**config.mk**
```make
export PLATFORM = sky130hd
export DESIGN_NAME = cpu_mode_seq
export DESIGN_NICKNAME = d
export VERILOG_FILES = /design/src/rtl/cpu_mode_pkg.sv /design/src/rtl/cpu_mode_seq_sync_bit.sv /design/src/rtl/cpu_mode_seq.sv
export SDC_FILE = /design/constraint.sdc
export NUM_CORES = 1
export LEC_CHECK = 0
export BUFFER_PORTS_ARGS = -buffer_cell sky130_fd_sc_hd__buf_2
export CAP_MARGIN = 20
export CORE_MARGIN = 4
export CORE_UTILIZATION = 46
export CTS_BUF_LIST = sky130_fd_sc_hd__clkbuf_4
export CTS_CLUSTER_SIZE = 14
export DETAILED_ROUTE_END_ITERATION = 7
export GPL_ROUTABILITY_DRIVEN = 1
export HOLD_SLACK_MARGIN = 0.06
export SLEW_MARGIN = 5
export SYNTH_ARGS = -nofsm -noshare
export SYNTH_HDL_FRONTEND = slang
export SYNTH_SLANG_ARGS = --single-unit
```
**constraint.sdc**
```tcl
create_clock -name sysclk -period 3.6 [get_ports sysclk]
set_input_delay 0.18 -clock sysclk [delete_from_list [all_inputs] [get_ports sysclk]]
set_output_delay 0.18 -clock sysclk [all_outputs]
set_load 0.01 [all_outputs]
```
**src/rtl/cpu_mode_pkg.sv**
```systemverilog
// Shared types and default parameter values for the CPU mode-change sequencer.
package cpu_mode_pkg;

    typedef enum logic [1:0] {
        IDLE     = 2'd0,
        DEBOUNCE = 2'd1,
        WAIT_ACK = 2'd2
    } cpu_mode_state_e;

    localparam int   BCLK_DIV_DEF     = 4;
    localparam int   SYNC_STAGES_DEF  = 2;
    localparam int   DEBOUNCE_CYC_DEF = 8;
    localparam int   ACK_TIMEOUT_DEF  = 16;
    localparam logic CMODE_RST_DEF    = 1'b0;

endpackage

```
**src/rtl/cpu_mode_seq_sync_bit.sv**
```systemverilog
// Multi-flop synchroniser for one asynchronous level input; reusable for other CPU-side inputs.
module sync_bit
    import cpu_mode_pkg::*;
#(
    parameter int   STAGES  = SYNC_STAGES_DEF,
    parameter logic RST_VAL = 1'b0
) (
    input  logic sysclk,
    input  logic rst_n,
    input  logic d_i,
    output logic q_o
);

    logic [STAGES-1:0] chain_q;
    logic [STAGES-1:0] chain_d;

    // Shift the raw input one stage deeper each cycle.
    always_comb begin
        chain_d = {chain_q[STAGES-2:0], d_i};
    end

    // Chain register, preset to the reset level so no spurious request follows reset.
    always_ff @(posedge sysclk) begin
        if (!rst_n) begin
            chain_q <= {STAGES{RST_VAL}};
        end else begin
            chain_q <= chain_d;
        end
    end

    assign q_o = chain_q[STAGES-1];

endmodule

```
**src/rtl/cpu_mode_seq.sv**
```systemverilog
// Mode-change sequencer: debounces an async mode request, stalls the CPU via hold/ack,
// flips cmode on acknowledge and generates the re-phased divided bus clock.
module cpu_mode_seq
    import cpu_mode_pkg::*;
#(
    parameter int   BCLK_DIV     = BCLK_DIV_DEF,
    parameter int   SYNC_STAGES  = SYNC_STAGES_DEF,
    parameter int   DEBOUNCE_CYC = DEBOUNCE_CYC_DEF,
    parameter int   ACK_TIMEOUT  = ACK_TIMEOUT_DEF,
    parameter logic CMODE_RST    = CMODE_RST_DEF
) (
    input  logic sysclk,
    input  logic rst_n,
    input  logic mode_req_i,
    input  logic mode_ack_i,
    output logic cmode,
    output logic bclko,
    output logic hold_o,
    output logic busy_o,
    output logic mode_chg_o,
    output logic err_o
);

    localparam int DB_W = $clog2(DEBOUNCE_CYC + 1);
    localparam int TO_W = $clog2(ACK_TIMEOUT + 1);
    localparam int BC_W = $clog2(BCLK_DIV + 1);

    localparam logic [DB_W-1:0] DB_LAST = DB_W'(DEBOUNCE_CYC - 1);
    localparam logic [DB_W-1:0] DB_ONE  = DB_W'(1);
    localparam logic [TO_W-1:0] TO_LAST = TO_W'(ACK_TIMEOUT - 1);
    localparam logic [TO_W-1:0] TO_ONE  = TO_W'(1);
    localparam logic [BC_W-1:0] BC_LAST = BC_W'(BCLK_DIV - 1);
    localparam logic [BC_W-1:0] BC_HALF = BC_W'(BCLK_DIV / 2);
    localparam logic [BC_W-1:0] BC_ONE  = BC_W'(1);

    cpu_mode_state_e state_q, state_d;
    logic [DB_W-1:0] db_cnt_q, db_cnt_d;
    logic [TO_W-1:0] to_cnt_q, to_cnt_d;
    logic [BC_W-1:0] bc_cnt_q, bc_cnt_d;
    logic            cmode_q, cmode_d;
    logic            bclko_q, bclko_d;
    logic            hold_q, hold_d;
    logic            busy_q, busy_d;
    logic            chg_q, chg_d;
    logic            err_q, err_d;
    logic            req_s;
    logic            mismatch_s;

    sync_bit #(
        .STAGES  (SYNC_STAGES),
        .RST_VAL (CMODE_RST)
    ) u_req_sync (
        .sysclk (sysclk),
        .rst_n  (rst_n),
        .d_i    (mode_req_i),
        .q_o    (req_s)
    );

    assign mismatch_s = (req_s != cmode_q);

    // Next-state, counter and output computation for the request/handshake FSM.
    always_comb begin
        state_d  = state_q;
        db_cnt_d = db_cnt_q;
        to_cnt_d = to_cnt_q;
        cmode_d  = cmode_q;
        chg_d    = 1'b0;
        err_d    = 1'b0;

        case (state_q)
            IDLE: begin
                if (mismatch_s) begin
                    state_d  = DEBOUNCE;
                    db_cnt_d = {DB_W{1'b0}};
                end else begin
                    state_d = IDLE;
                end
            end
            DEBOUNCE: begin
                if (!mismatch_s) begin
                    state_d = IDLE;
                end else if (db_cnt_q == DB_LAST) begin
                    state_d  = WAIT_ACK;
                    to_cnt_d = {TO_W{1'b0}};
                end else begin
                    db_cnt_d = db_cnt_q + DB_ONE;
                end
            end
            WAIT_ACK: begin
                // Ack is checked first so it wins over a simultaneous timeout.
                if (mode_ack_i) begin
                    cmode_d = ~cmode_q;
                    chg_d   = 1'b1;
                    state_d = IDLE;
                end else if (to_cnt_q == TO_LAST) begin
                    err_d   = 1'b1;
                    state_d = IDLE;
                end else begin
                    to_cnt_d = to_cnt_q + TO_ONE;
                end
            end
            default: begin
                state_d = IDLE;
            end
        endcase

        hold_d = (state_d == WAIT_ACK);
        busy_d = (state_d != IDLE);

        // A mode change discards the old bus-clock phase, partial period included.
        if (chg_d) begin
            bc_cnt_d = {BC_W{1'b0}};
        end else if (bc_cnt_q == BC_LAST) begin
            bc_cnt_d = {BC_W{1'b0}};
        end else begin
            bc_cnt_d = bc_cnt_q + BC_ONE;
        end
        bclko_d = (bc_cnt_d < BC_HALF);
    end

    // State, counter and registered-output flops.
    always_ff @(posedge sysclk) begin
        if (!rst_n) begin
            state_q  <= IDLE;
            db_cnt_q <= {DB_W{1'b0}};
            to_cnt_q <= {TO_W{1'b0}};
            bc_cnt_q <= {BC_W{1'b0}};
            cmode_q  <= CMODE_RST;
            bclko_q  <= 1'b0;
            hold_q   <= 1'b0;
            busy_q   <= 1'b0;
            chg_q    <= 1'b0;
            err_q    <= 1'b0;
        end else begin
            state_q  <= state_d;
            db_cnt_q <= db_cnt_d;
            to_cnt_q <= to_cnt_d;
            bc_cnt_q <= bc_cnt_d;
            cmode_q  <= cmode_d;
            bclko_q  <= bclko_d;
            hold_q   <= hold_d;
            busy_q   <= busy_d;
            chg_q    <= chg_d;
            err_q    <= err_d;
        end
    end

    assign cmode      = cmode_q;
    assign bclko      = bclko_q;
    assign hold_o     = hold_q;
    assign busy_o     = busy_q;
    assign mode_chg_o = chg_q;
    assign err_o      = err_q;

endmodule
```
Yosys cells after proc, flatten, opt, wreduce, memory -nomap -nowiden
Index checks and enable logic that the tools add are counted.

word-level totals
  word-level logic and storage cells = 59
  flip-flop bits (word level) = 22
  input bits = 4
  output and inout bits = 6

cells by class
  bitwise logic cells = 3
  order comparisons = 1
  mux-type cells = 20
  reductions and logical operators = 8
  equality and inequality tests = 13
  $add $sub $neg = 3

operators by type and width
  operator             number
  $mux 5               4
  $mux 4               3
  $ne 2x2->1 const B   6
  $pmux 5 s2           1
  $mux 2               4
  $pmux 4 s2           1
  $mux 3               2
  $pmux 2 s3           1
  $reduce_bool 2->1    3
  $add 5x1->5 const B  1
  $eq 5x4->1 const B   1
  $reduce_and 5->1     1
  $add 4x1->4 const B  1
  $eq 2x2->1 const B   2
  $eq 4x3->1 const B   1
  $mux 1               4
  $reduce_and 4->1     1
  $add 3x1->3 const B  1
  $eq 3x2->1 const B   1
  $lt 3x2->1 const B   1
  $not 1->1            3
  $reduce_or 3->1      1
  $eq 2x1->1 const B   1
  $logic_not 2->1      1
  other kinds (2)      2

Longest topological paths before layout
Gate-level depths: netlist (run 1).

  word-level depth = 5
  mapped depth = 7

Cells and area by module
Synthesis (run 1) repeated with hierarchy kept, for this count alone.

second synthesis, totals
  cells, all modules = 95
  area total of the unflattened synthesis = 939.7 um2

by module, submodules not included
  module        cells an instance  seq. area each (um2)  area an instance (um2)  times used
  cpu_mode_seq  91                 400.4                 887.1                   1
  sync_bit      4                  40.0                  52.6                    1

Worst setup path before layout (run 1)
No wires, ideal clock.

  kind = register to register
  from = reg to_cnt_q[0]
  to = reg to_cnt_q[3]
  data arrival time = 1.733 ns
  library setup time = 0.059 ns
  setup slack = 1.809 ns
  data required time = 3.541 ns
  cell stages (with the launch flop) = 7
  cell sequence = dfxtp_1 > ha_1 > and3_1 > ha_1 > or4b_4 > nor2_1 > o221a_2

on the way
  longest elaborated chain between the ends = 4

RTL lines
  element                   line                 text
  start: declaration        cpu_mode_seq.sv:38   logic [TO_W-1:0] to_cnt_q, to_cnt_d;
  start signal: assignment  cpu_mode_seq.sv:126  to_cnt_q <= {TO_W{1'b0}};
  start signal: assignment  cpu_mode_seq.sv:137  to_cnt_q <= to_cnt_d;
  $add 5x1->5               cpu_mode_seq.sv:99   to_cnt_d = to_cnt_q + TO_ONE;
  $mux 5                    cpu_mode_seq.sv:95   end else if (to_cnt_q == TO_LAST) begin
  $mux 5                    cpu_mode_seq.sv:91   if (mode_ack_i) begin
  $pmux 5 s2                cpu_mode_seq.sv:70   case (state_q)

Several ways; a longest one is shown, not always the timed one. The select of a mux whose other input is x is not followed.
A chain may end at the register's enable or synchronous reset.

Worst setup path in the final report (run 1)
Ends and elaborated chain as after synthesis.

==> results of run 1 <==
per-layer routing:
| layer | track usage | wire length, um |
|---|---|---|
| met5 | 0 | 0 |
| met4 | 0.05106 | 10 |
| met3 | 0.02535 | 36 |
| met2 | 0.1857 | 682 |
| met1 | 0.1715 | 755 |
power groups by stage:
stage               registers (mW)  logic (mW)  clock network, mW
CTS                          0.253      0.0242              0.189
detailed placement           0.258      0.0239                  0
global placement             0.258      0.0234                  0
finish                       0.252      0.0239              0.184
global route                 0.253      0.0286              0.199
floorplan                    0.258      0.0161                  0
synth_stat cells:
cell type	number	share of area
a21oi_1	6	0.032
o21ai_0	3	0.016
and2_2	1	0.0080
nand2b_1	1	0.0067
nor3b_1	3	0.024
o22ai_1	2	0.013
nand3_1	4	0.021
buf_1	1	0.0040
a21boi_0	2	0.016
nor2b_1	3	0.020
and4_1	1	0.0093
nor2_1	9	0.036
and3_1	2	0.013
ha_1	4	0.053
nor4b_4	1	0.025
a31oi_4	1	0.023
a22oi_1	1	0.0080
o211ai_1	2	0.016
and4b_1	2	0.021
inv_1	4	0.016
or4b_4	1	0.015
o221a_2	1	0.012
buf_6	1	0.012
and2b_1	1	0.0080
clkbuf_1	1	0.0040
dfxtp_1	22	0.47
o31ai_1	1	0.0080
nand2_1	10	0.040
xor2_1	1	0.0093
and2_1	5	0.033
xnor2_1	1	0.0093
state kept, by name (all words and copies together) (netlist names), 2 cells and up:
| signal | flops |
|---|---|
| db_cnt_q | 4 |
| u_req_sync.chain_q | 2 |
| state_q | 2 |
| to_cnt_q | 5 |
| bc_cnt_q | 3 |
worst max path at each step:
stage	start	endpoint	slack, ns	depth (start not counted)
final	to_cnt_q[0]	to_cnt_q[3]	1.71	6
after floorplan	to_cnt_q[0]	to_cnt_q[3]	1.81	6
after detailed placement	to_cnt_q[0]	to_cnt_q[3]	1.74	6
after CTS	to_cnt_q[0]	to_cnt_q[3]	1.71	6
after global routing	to_cnt_q[0]	to_cnt_q[3]	1.63	6
after global placement	to_cnt_q[0]	to_cnt_q[3]	1.76	6
logic make-up (layout without fill, tap and decap cells):
family          Yosys count  after routing
fa+ha+maj                 4              4
simple gates             44             44
xor+xnor                  2              2
compound gates           19             19
buf+inv                   7             17
flops                    22             22
critical path, stage by stage, from the launching register on:
cell     delay [ns]
dfxtp_1        0.36
ha_1           0.23
and3_1         0.19
ha_1           0.23
or4b_4         0.55
nor2_1         0.12
o221a_2        0.18
through the flow:
| step | power (mW) | instance area, um2 | util |
|---|---|---|---|
| 3_3_place_gp | 0.2811 | 1001 | 0.5102 |
| 4_1_cts | 0.4662 | 1054 | 0.5370 |
| 5_1_grt | 0.4809 | 1054 | 0.5370 |
| 3_5_place_dp | 0.2819 | 1001 | 0.5102 |
| 2_1_floorplan | 0.2744 | 940.9 | - |
| 6_report | 0.4599 | 1054 | 0.5370 |
layout make-up:
| cell class | instances | area (um2) |
|---|---|---|
| Clock buffer | 3 | 22.52 |
| Inverter | 4 | 15.01 |
| Tap cell | 27 | 33.78 |
| Sequential cell | 22 | 440.4 |
| Timing Repair Buffer | 9 | 45.04 |
| Clock inverter | 1 | 30.03 |
| Multi-Input combinational cell | 69 | 466.7 |
| Fill cell | 199 | 908.4 |
==> flow_summary_export.csv, run 1 <==
group,metric,value,unit
global_route,grt_pass1_vias,618,
clock_network,clk_latency,0.29,ns
clock_network,cts_max_path_buffers,2,
pwr,p_per_area,436.5,nW/um2
pwr,switching_share,0.1911,
sta,clock-skew-final,0.002586,ns
sta,hold_viol,0,
floorplan,die_x,53.23,um
clock_network,cts_setup_buffers,0,
finish,syn_to_final_growth,11.97,%
placed_design,dp_worst_setup_slack,1.737,ns
global_route,grt_max_degree,22,
placed_design,place_hpwl,1.083,mm
worst_setup_path,endpoint_kind,"register",
drt,drtAntennaViolNets,0,
sta,final-max-slew-violation-count,0,
pwr,p_clk_frac,0.399,
finish,final_common_cell,"dfxtp_1",
clock_network,cts_made_buffers,3,
synth,synthMuxAreaShare,0,
min_path,hold_class,"primary input to register",
clock_network,holdBufCountCts,0,
synth,yosys.area_share.xor_xnor,0.01862,
drt,drc_errors,0,
worst_setup_path,arrival,2.14,ns
worst_setup_path,cp-start-kind,"register",
worst_setup_path,r2r_slack,1.71,ns
sta,slew_headroom,0.7531,
drt,dr.pass1.iters,4,
synth,synth-adder-area-share,0.05319,
drt,drt_iter0_drc,10,
min_path,hold_depth,2,
sta,period_share,0.5253,
floorplan,ioPinCount,10,
sta,whs,0.08399,ns
synth,seq_area_frac_synth,0.4681,
placed_design,place_inst,131,
sta,setup_viol,0,
drt,vias,671,
min_path,holdPathEnd,"u_req_sync.chain_q[0]",
sta,setup_slack,1.709,ns
drt,routedWlPerCell,10.99,um
placed_design,io_buffers,9,
synth,syn-num-nets,106,
sta,tns,0,ns
pwr,p_seq_frac,0.549,
pwr,max-vdd-ir-drop,0.2549,mV
pwr,power_leakage,0.4226,nW
sta,rsz0062_at_grt,"false",
worst_setup_path,path_max_fanout,4,
global_route,antenna_found_initial,0,
status,status,"complete, no violations",
floorplan,dieHeight,53.23,um
clock_network,cts_root_buffer,"clkbuf_4",
min_path,hp-start,"mode_req_i",
clock_network,path_clk_slew,0.12,ns
sta,timing.final.crit_period,1.891,ns
drt,vias_per_cell,4.970,
finish,n_antenna_cell,0,
worst_setup_path,required,3.85,ns
global_route,globalRouteOverflowTotal,0,
worst_setup_path,rr_worst_depth,6,
clock_network,cts-resized-gates,0,
worst_setup_path,critical_path_class,"register to register",
pwr,pwr-share-comb,0.052,
pwr,internal_power,0.3720,mW
worst_setup_path,r2r_start,"to_cnt_q[0]",
synth,synth_top_family_by_area,"simple AND/OR/NAND/NOR gates",
run,maxCapViolCount,0,
placed_design,place_congestion,0.7402,
synth,avgSynthCellArea,9.601,um2
clock_network,h-tree-depth,1,
synth,synth_compound_area_frac,0.1436,
clock_network,clock-sinks,22,
floorplan,die_area,2833,um2
pwr,p_switching,0.08790,mW
worst_setup_path,r2r-end,"to_cnt_q[3]",
finish,drive_above_1_share,0.1667,
synth,synth_cells,98,
synth,synth_cell_types,31,
floorplan,start_util,0.4796,
synth,ys_ff_latch,22,
floorplan,core_area,1962,um2
finish,nets,117,
synth,yosysWarnings,0,
synth,synth_simple_gate_area_frac,0.2806,
finish,final_cell_mix,"22 x dfxtp_1, 10 x nand2_1, 9 x nor2_1, 9 x buf_2, 6 x a21oi_1",
sta,tightest_slew,0.3698,ns
floorplan,rows,16,
global_route,track_usage,0.1243,
drt,finalWirelength,1.484,mm
finish,final_cells,135,
clock_network,cts_tree,"done",
global_route,grt_first_pass_wirelength,2.601,mm
sta,max_freq,0.5288,GHz
synth,synth_area,940.9,um2
No activity file was read; power rests on OpenSTA's default activity.
==> run 2, diff against run 1 <==
clock period = 1.8 ns   (was 3.6 ns; I/O delays follow)
==> run 2 against run 1 <==
- highest routed layer unchanged
- via count grew 6.7%
- worst hold slack lost 0.0013 ns
- worst setup slack lost 1.7 ns
- utilization grew 4.4 points
- critical path type unchanged
==> flow_summary_export.csv, run 2 (synthesized netlist as in run 1, its figures left out) <==
group,metric,value,unit
global_route,track_usage,0.1371,
placed_design,place_congestion,0.7823,
floorplan,dieHeight,53.23,um
finish,top_register,"to_cnt_q",
global_route,grt_max_degree,22,
sta,max_freq,0.5694,GHz
run,maxCapViolCount,0,
drt,vias,716,
finish,multiInputGateArea,510.5,um2
drt,vias_per_cell,5.114,
sta,final-max-slew-violation-count,0,
finish,largest_reg_flops,5,
finish,final_cell_mix,"20 x dfxtp_1, 10 x nand2_1, 9 x buf_2, 7 x nor2_1",
worst_setup_path,endpoint_kind,"register",
sta,rsz0062_at_grt,"true",
status,status,"complete, no violations",
floorplan,core_area,1962,um2
finish,syn_to_final_growth,21.14,%
sta,tightest_slew,0.3830,ns
finish,drive_above_1_share,0.2655,
drt,drt_iter0_drc,10,
finish,n_antenna_cell,0,
placed_design,io_buffers,9,
pwr,power_leakage,0.4468,nW
sta,whs,0.08274,ns
global_route,grt_pass1_vias,670,
finish,seqCellArea,442.9,um2
worst_setup_path,arrival,2.03,ns
sta,timing.final.crit_period,1.756,ns
sta,slew_headroom,0.7443,
drt,finalWirelength,1.677,mm
global_route,antenna_found_initial,0,
floorplan,die_area,2833,um2
finish,final_cells,140,
clock_network,h-tree-depth,1,
sta,hold_viol,0,
clock_network,cts_root_buffer,"clkbuf_4",
clock_network,cts_tree,"done",
global_route,grt_first_pass_wirelength,2.773,mm
sta,clock-skew-final,0.01561,ns
placed_design,place_inst,134,
finish,nets,122,
drt,routedWlPerCell,11.98,um
worst_setup_path,critical_path_class,"register to register",
min_path,hold_depth,2,
worst_setup_path,path_max_fanout,4,
placed_design,place_hpwl,1.131,mm
clock_network,cts_made_buffers,3,
clock_network,path_clk_slew,0.13,ns
floorplan,rows,16,
finish,reg_top3,"to_cnt_q: 5 flops, db_cnt_q: 4 flops, bc_cnt_q: 3 flops",
floorplan,ioPinCount,10,
clock_network,cts_max_path_buffers,2,
global_route,globalRouteOverflowTotal,0,
finish,fillers,206,
drt,dr.pass1.iters,4,
pwr,p_per_area,813.1,nW/um2
drt,drc_errors,0,
clock_network,clock-sinks,22,
worst_setup_path,required,2.07,ns
finish,final_common_cell,"dfxtp_1",
min_path,hold_class,"primary input to register",
worst_setup_path,rr_worst_depth,6,
sta,setup_viol,0,
drt,drtAntennaViolNets,0,
sta,period_share,0.9757,
floorplan,die_x,53.23,um
clock_network,clk_latency,0.31,ns
worst_setup_path,cp-start-kind,"register",
pwr,max-vdd-ir-drop,0.8166,mV
floorplan,start_util,0.4796,
-- run 2: changes by cell type in the layout (fill, tap and decap cells not counted), moves of 2 or more --
cell / delta
buf_4: +4
ha_4: +2
nor2_1: -2
ha_1: -2
dfxtp_1: -2
dfxtp_2: +2
-- run 2: where the power goes --
part | internal (mW) | switching (mW) | total [mW]
combinational | 0.0210 | 0.0273 | 0.0482
sequential | 0.499 | 0.00527 | 0.505
clock | 0.225 | 0.149 | 0.374
total | 0.746 | 0.181 | 0.927
-- run 2: per-layer routing --
metal,global-route usage,part of all wire
met1,0.1556,0.46
met2,0.2245,0.49
met3,0.05915,0.039
met4,0.05106,0.011
met5,0,0
-- run 2: final timing paths --
| path | start | endpoint | slack [ns] |
|---|---|---|---|
| max | to_cnt_q[0] | to_cnt_q[3] | 0.04 |
| min | mode_ack_i | mode_chg_o | 0.08 |
| max reg2reg | to_cnt_q[0] | to_cnt_q[3] | 0.04 |
| min reg2reg | bc_cnt_q[0] | bc_cnt_q[0] | 0.43 |
-- run 2: repair_timing --
item / 4_1_cts / 5_1_grt
hold buffers: 1 / 0
resized for setup: 2 / 9
endpoints found under the setup margin: 3 / 3
pin swaps: 2 / 5
endpoints found under the hold margin: 1 / 0
setup buffers: 0 / 1
gates cloned: 0 / 0
-- run 2: stage by stage --
step	TNS, ns	worst slack (ns)	instance area (um2)	util	total power [mW]
detailed placement	-0.02298	-0.02298	1023	0.5217	0.5630
floorplan	0	0.008542	940.9	-	0.5487
global placement	0	0.02375	1023	0.5217	0.5622
CTS	0	0.02536	1090	0.5555	0.9448
finish	0	0.04381	1140	0.5810	0.9268
global route	-0.009776	-0.006982	1140	0.5810	0.9752
-- run 2: cell type report --
type / instances / area share
multi-input cells: 69 / 0.4479
flip-flops and latches: 22 / 0.3886
repair buffers: 14 / 0.07464
well taps: 27 / 0.02964
clock inverters: 1 / 0.02634
clock buffers: 3 / 0.01976
inverters: 4 / 0.01317
-- run 2: critical path: stages (launching register included) --
cell and delay [ns]:
dfxtp_2 0.36, ha_4 0.15, and3_4 0.18, ha_4 0.17
or4b_4 0.56, nor2_2 0.11, o221a_2 0.18
==> run 3, diff against run 2 <==
CTS_BUF_LIST = sky130_fd_sc_hd__clkbuf_8 sky130_fd_sc_hd__clkbuf_16   (was sky130_fd_sc_hd__clkbuf_4)
==> run 3 against run 2 <==
- routed wire length increased by 0.60%
- clock power increased by 21%
- sequential power hardly changed
- clock-buffer cell count unchanged
- first-iteration DRC count shrank 60%
- critical path type unchanged
- largest cell class unchanged
==> flow_summary_export.csv, run 3 (synthesized netlist as in run 1, its figures left out) <==
group,metric,value,unit
status,status,"complete, no violations",
clock_network,clk_latency,0.26,ns
floorplan,core_area,1962,um2
drt,finalWirelength,1.687,mm
clock_network,cts_root_buffer,"clkbuf_8",
drt,drtAntennaViolNets,0,
clock_network,clock-sinks,22,
finish,top_register,"to_cnt_q",
drt,routedWlPerCell,12.14,um
global_route,antenna_found_initial,0,
finish,largest_reg_flops,5,
worst_setup_path,r2r-end,"to_cnt_q[4]",
worst_setup_path,cp-start-kind,"register",
floorplan,dieHeight,53.23,um
finish,design_area,1136,um2
drt,drt_iter0_drc,4,
sta,tightest_slew,0.3670,ns
placed_design,place_area,1023,um2
min_path,hp-start,"mode_ack_i",
pwr,max-vdd-ir-drop,0.6926,mV
pwr,p_clk_frac,0.450,
clock_network,cts_max_path_buffers,2,
sta,timing.final.crit_period,1.743,ns
clock_network,path_clk_slew,0.08,ns
min_path,hold_depth,2,
worst_setup_path,rr_worst_depth,7,
worst_setup_path,max_stage_delay,0.53,ns
placed_design,io_buffers,9,
finish,n_antenna_cell,0,
drt,dr.pass1.iters,4,
floorplan,rows,16,
finish,reg_top3,"to_cnt_q: 5 flops, db_cnt_q: 4 flops, bc_cnt_q: 3 flops",
placed_design,place_hpwl,1.131,mm
pwr,pwr-share-comb,0.048,
pwr,p_seq_frac,0.502,
pwr,p_switching,0.1885,mW
sta,period_share,0.9684,
floorplan,ioPinCount,10,
global_route,grt_pass1_vias,671,
floorplan,start_util,0.4796,
clock_network,cts_tree,"done",
sta,final-max-slew-violation-count,0,
sta,whs,0.1400,ns
drt,vias_per_cell,5.165,
worst_setup_path,cp_cell_sequence,"ha_2 -> and3_4 -> ha_4 -> or4b_4 -> nor2_4 -> a21oi_1 -> nor2b_1",
sta,clock-skew-final,0.009340,ns
global_route,track_usage,0.1399,
pwr,switching_share,0.1874,
clock_network,cts_made_buffers,3,
finish,syn_to_final_growth,20.74,%
run,maxCapViolCount,0,
pwr,finalPower,1.006,mW
pwr,power_leakage,0.4473,nW
clock_network,cts_setup_buffers,0,
min_path,holdPathEnd,"mode_chg_o",
sta,setup_viol,0,
placed_design,place_congestion,0.7823,
global_route,grt_max_degree,22,
clock_network,h-tree-depth,1,
global_route,globalRouteOverflowTotal,0,
finish,final_cells,139,
min_path,hold_class,"primary input to register",
sta,hold_viol,0,
finish,nets,121,
finish,final_cell_mix,"21 x dfxtp_1, 10 x nand2_1, 9 x buf_2, 7 x nor2_1, 6 x a21oi_1",
worst_setup_path,endpoint_kind,"register",
floorplan,die_x,53.23,um
drt,drc_errors,0,
worst_setup_path,path_delay_family,"simple AND/OR/NAND/NOR gates",
worst_setup_path,worst_path_max_delay_cell,"or4b_4",
floorplan,die_area,2833,um2
worst_setup_path,r2r_slack,0.06,ns
pwr,internal_power,0.8171,mW
worst_setup_path,critPathBufInv,0,
worst_setup_path,critical_path_class,"register to register",
worst_setup_path,arrival,1.95,ns
global_route,grt_first_pass_wirelength,2.808,mm
finish,fillers,204,
finish,final_common_cell,"dfxtp_1",
worst_setup_path,required,2.01,ns
worst_setup_path,r2r_start,"to_cnt_q[0]",
pwr,p_per_area,885.1,nW/um2
sta,slew_headroom,0.7550,
sta,rsz0062_at_grt,"false",
drt,vias,718,
finish,drive_above_1_share,0.2411,
placed_design,place_inst,134,
worst_setup_path,path_max_fanout,4,
sta,max_freq,0.5737,GHz
run 3: cell types whose count changed in the layout (fill, tap and decap cells not counted):
cell | before | now
dfxtp_2 | 2 | 1
dfxtp_1 | 20 | 21
a21oi_1 | 5 | 6
buf_4 | 4 | 3
a21oi_2 | 1 | 0
ha_2 | 0 | 1
ha_4 | 2 | 1
clkbuf_4 | 3 | 0
clkbuf_8 | 0 | 3
run 3: layout make-up:
class	count	area [um2]	area share
clock inverters	1	30.03	0.02643
well taps	27	33.78	0.02974
multi-input cells	69	496.7	0.4372
inverters	4	15.01	0.01322
flip-flops and latches	22	441.7	0.3888
repair buffers	13	77.57	0.06828
clock buffers	3	41.29	0.03634
run 3: how the worst max path moves through the flow:
stage,from,to,cells after the start
final,to_cnt_q[0],to_cnt_q[4],7
after global routing,to_cnt_q[0],to_cnt_q[4],7
after CTS,to_cnt_q[0],to_cnt_q[3],6
after detailed placement,to_cnt_q[0],to_cnt_q[3],6
after global placement,to_cnt_q[0],to_cnt_q[3],6
after floorplan,to_cnt_q[0],to_cnt_q[3],6
run 3: per-layer routing:
metal  vias up  track usage  routed length, um
li1        371            -                  -
met4         0      0.07660                 34
met1       336       0.1536                743
met3         4      0.05070                 62
met2         7       0.2306                847
met5         -            0                  0
run 3: power groups by stage:
| stage | clock [mW] | sequential [mW] | combinational [mW] |
|---|---|---|---|
| after floorplan | 0 | 0.516 | 0.0323 |
| after global placement | 0 | 0.515 | 0.0467 |
| after detailed placement | 0 | 0.516 | 0.0469 |
| after CTS | 0.468 | 0.505 | 0.0486 |
| after global routing | 0.487 | 0.506 | 0.0579 |
| final | 0.453 | 0.504 | 0.0482 |
run 3: metrics by stage:
step                      setup TNS [ns]    util  setup slack [ns]
after floorplan                        0       -          0.008542
after global placement                 0  0.5217           0.02375
after detailed placement        -0.02298  0.5217          -0.02298
after CTS                              0  0.5644           0.01314
after global routing                   0  0.5791          0.003272
final                                  0  0.5791           0.05680
run 3: timing repair:
| action | CTS | global route |
|---|---|---|
| pin swaps | 1 | 3 |
| resized for setup | 1 | 7 |
| hold buffers | 1 | 0 |
| endpoints found under the setup margin | 3 | 4 |
| endpoints found under the hold margin | 1 | 0 |
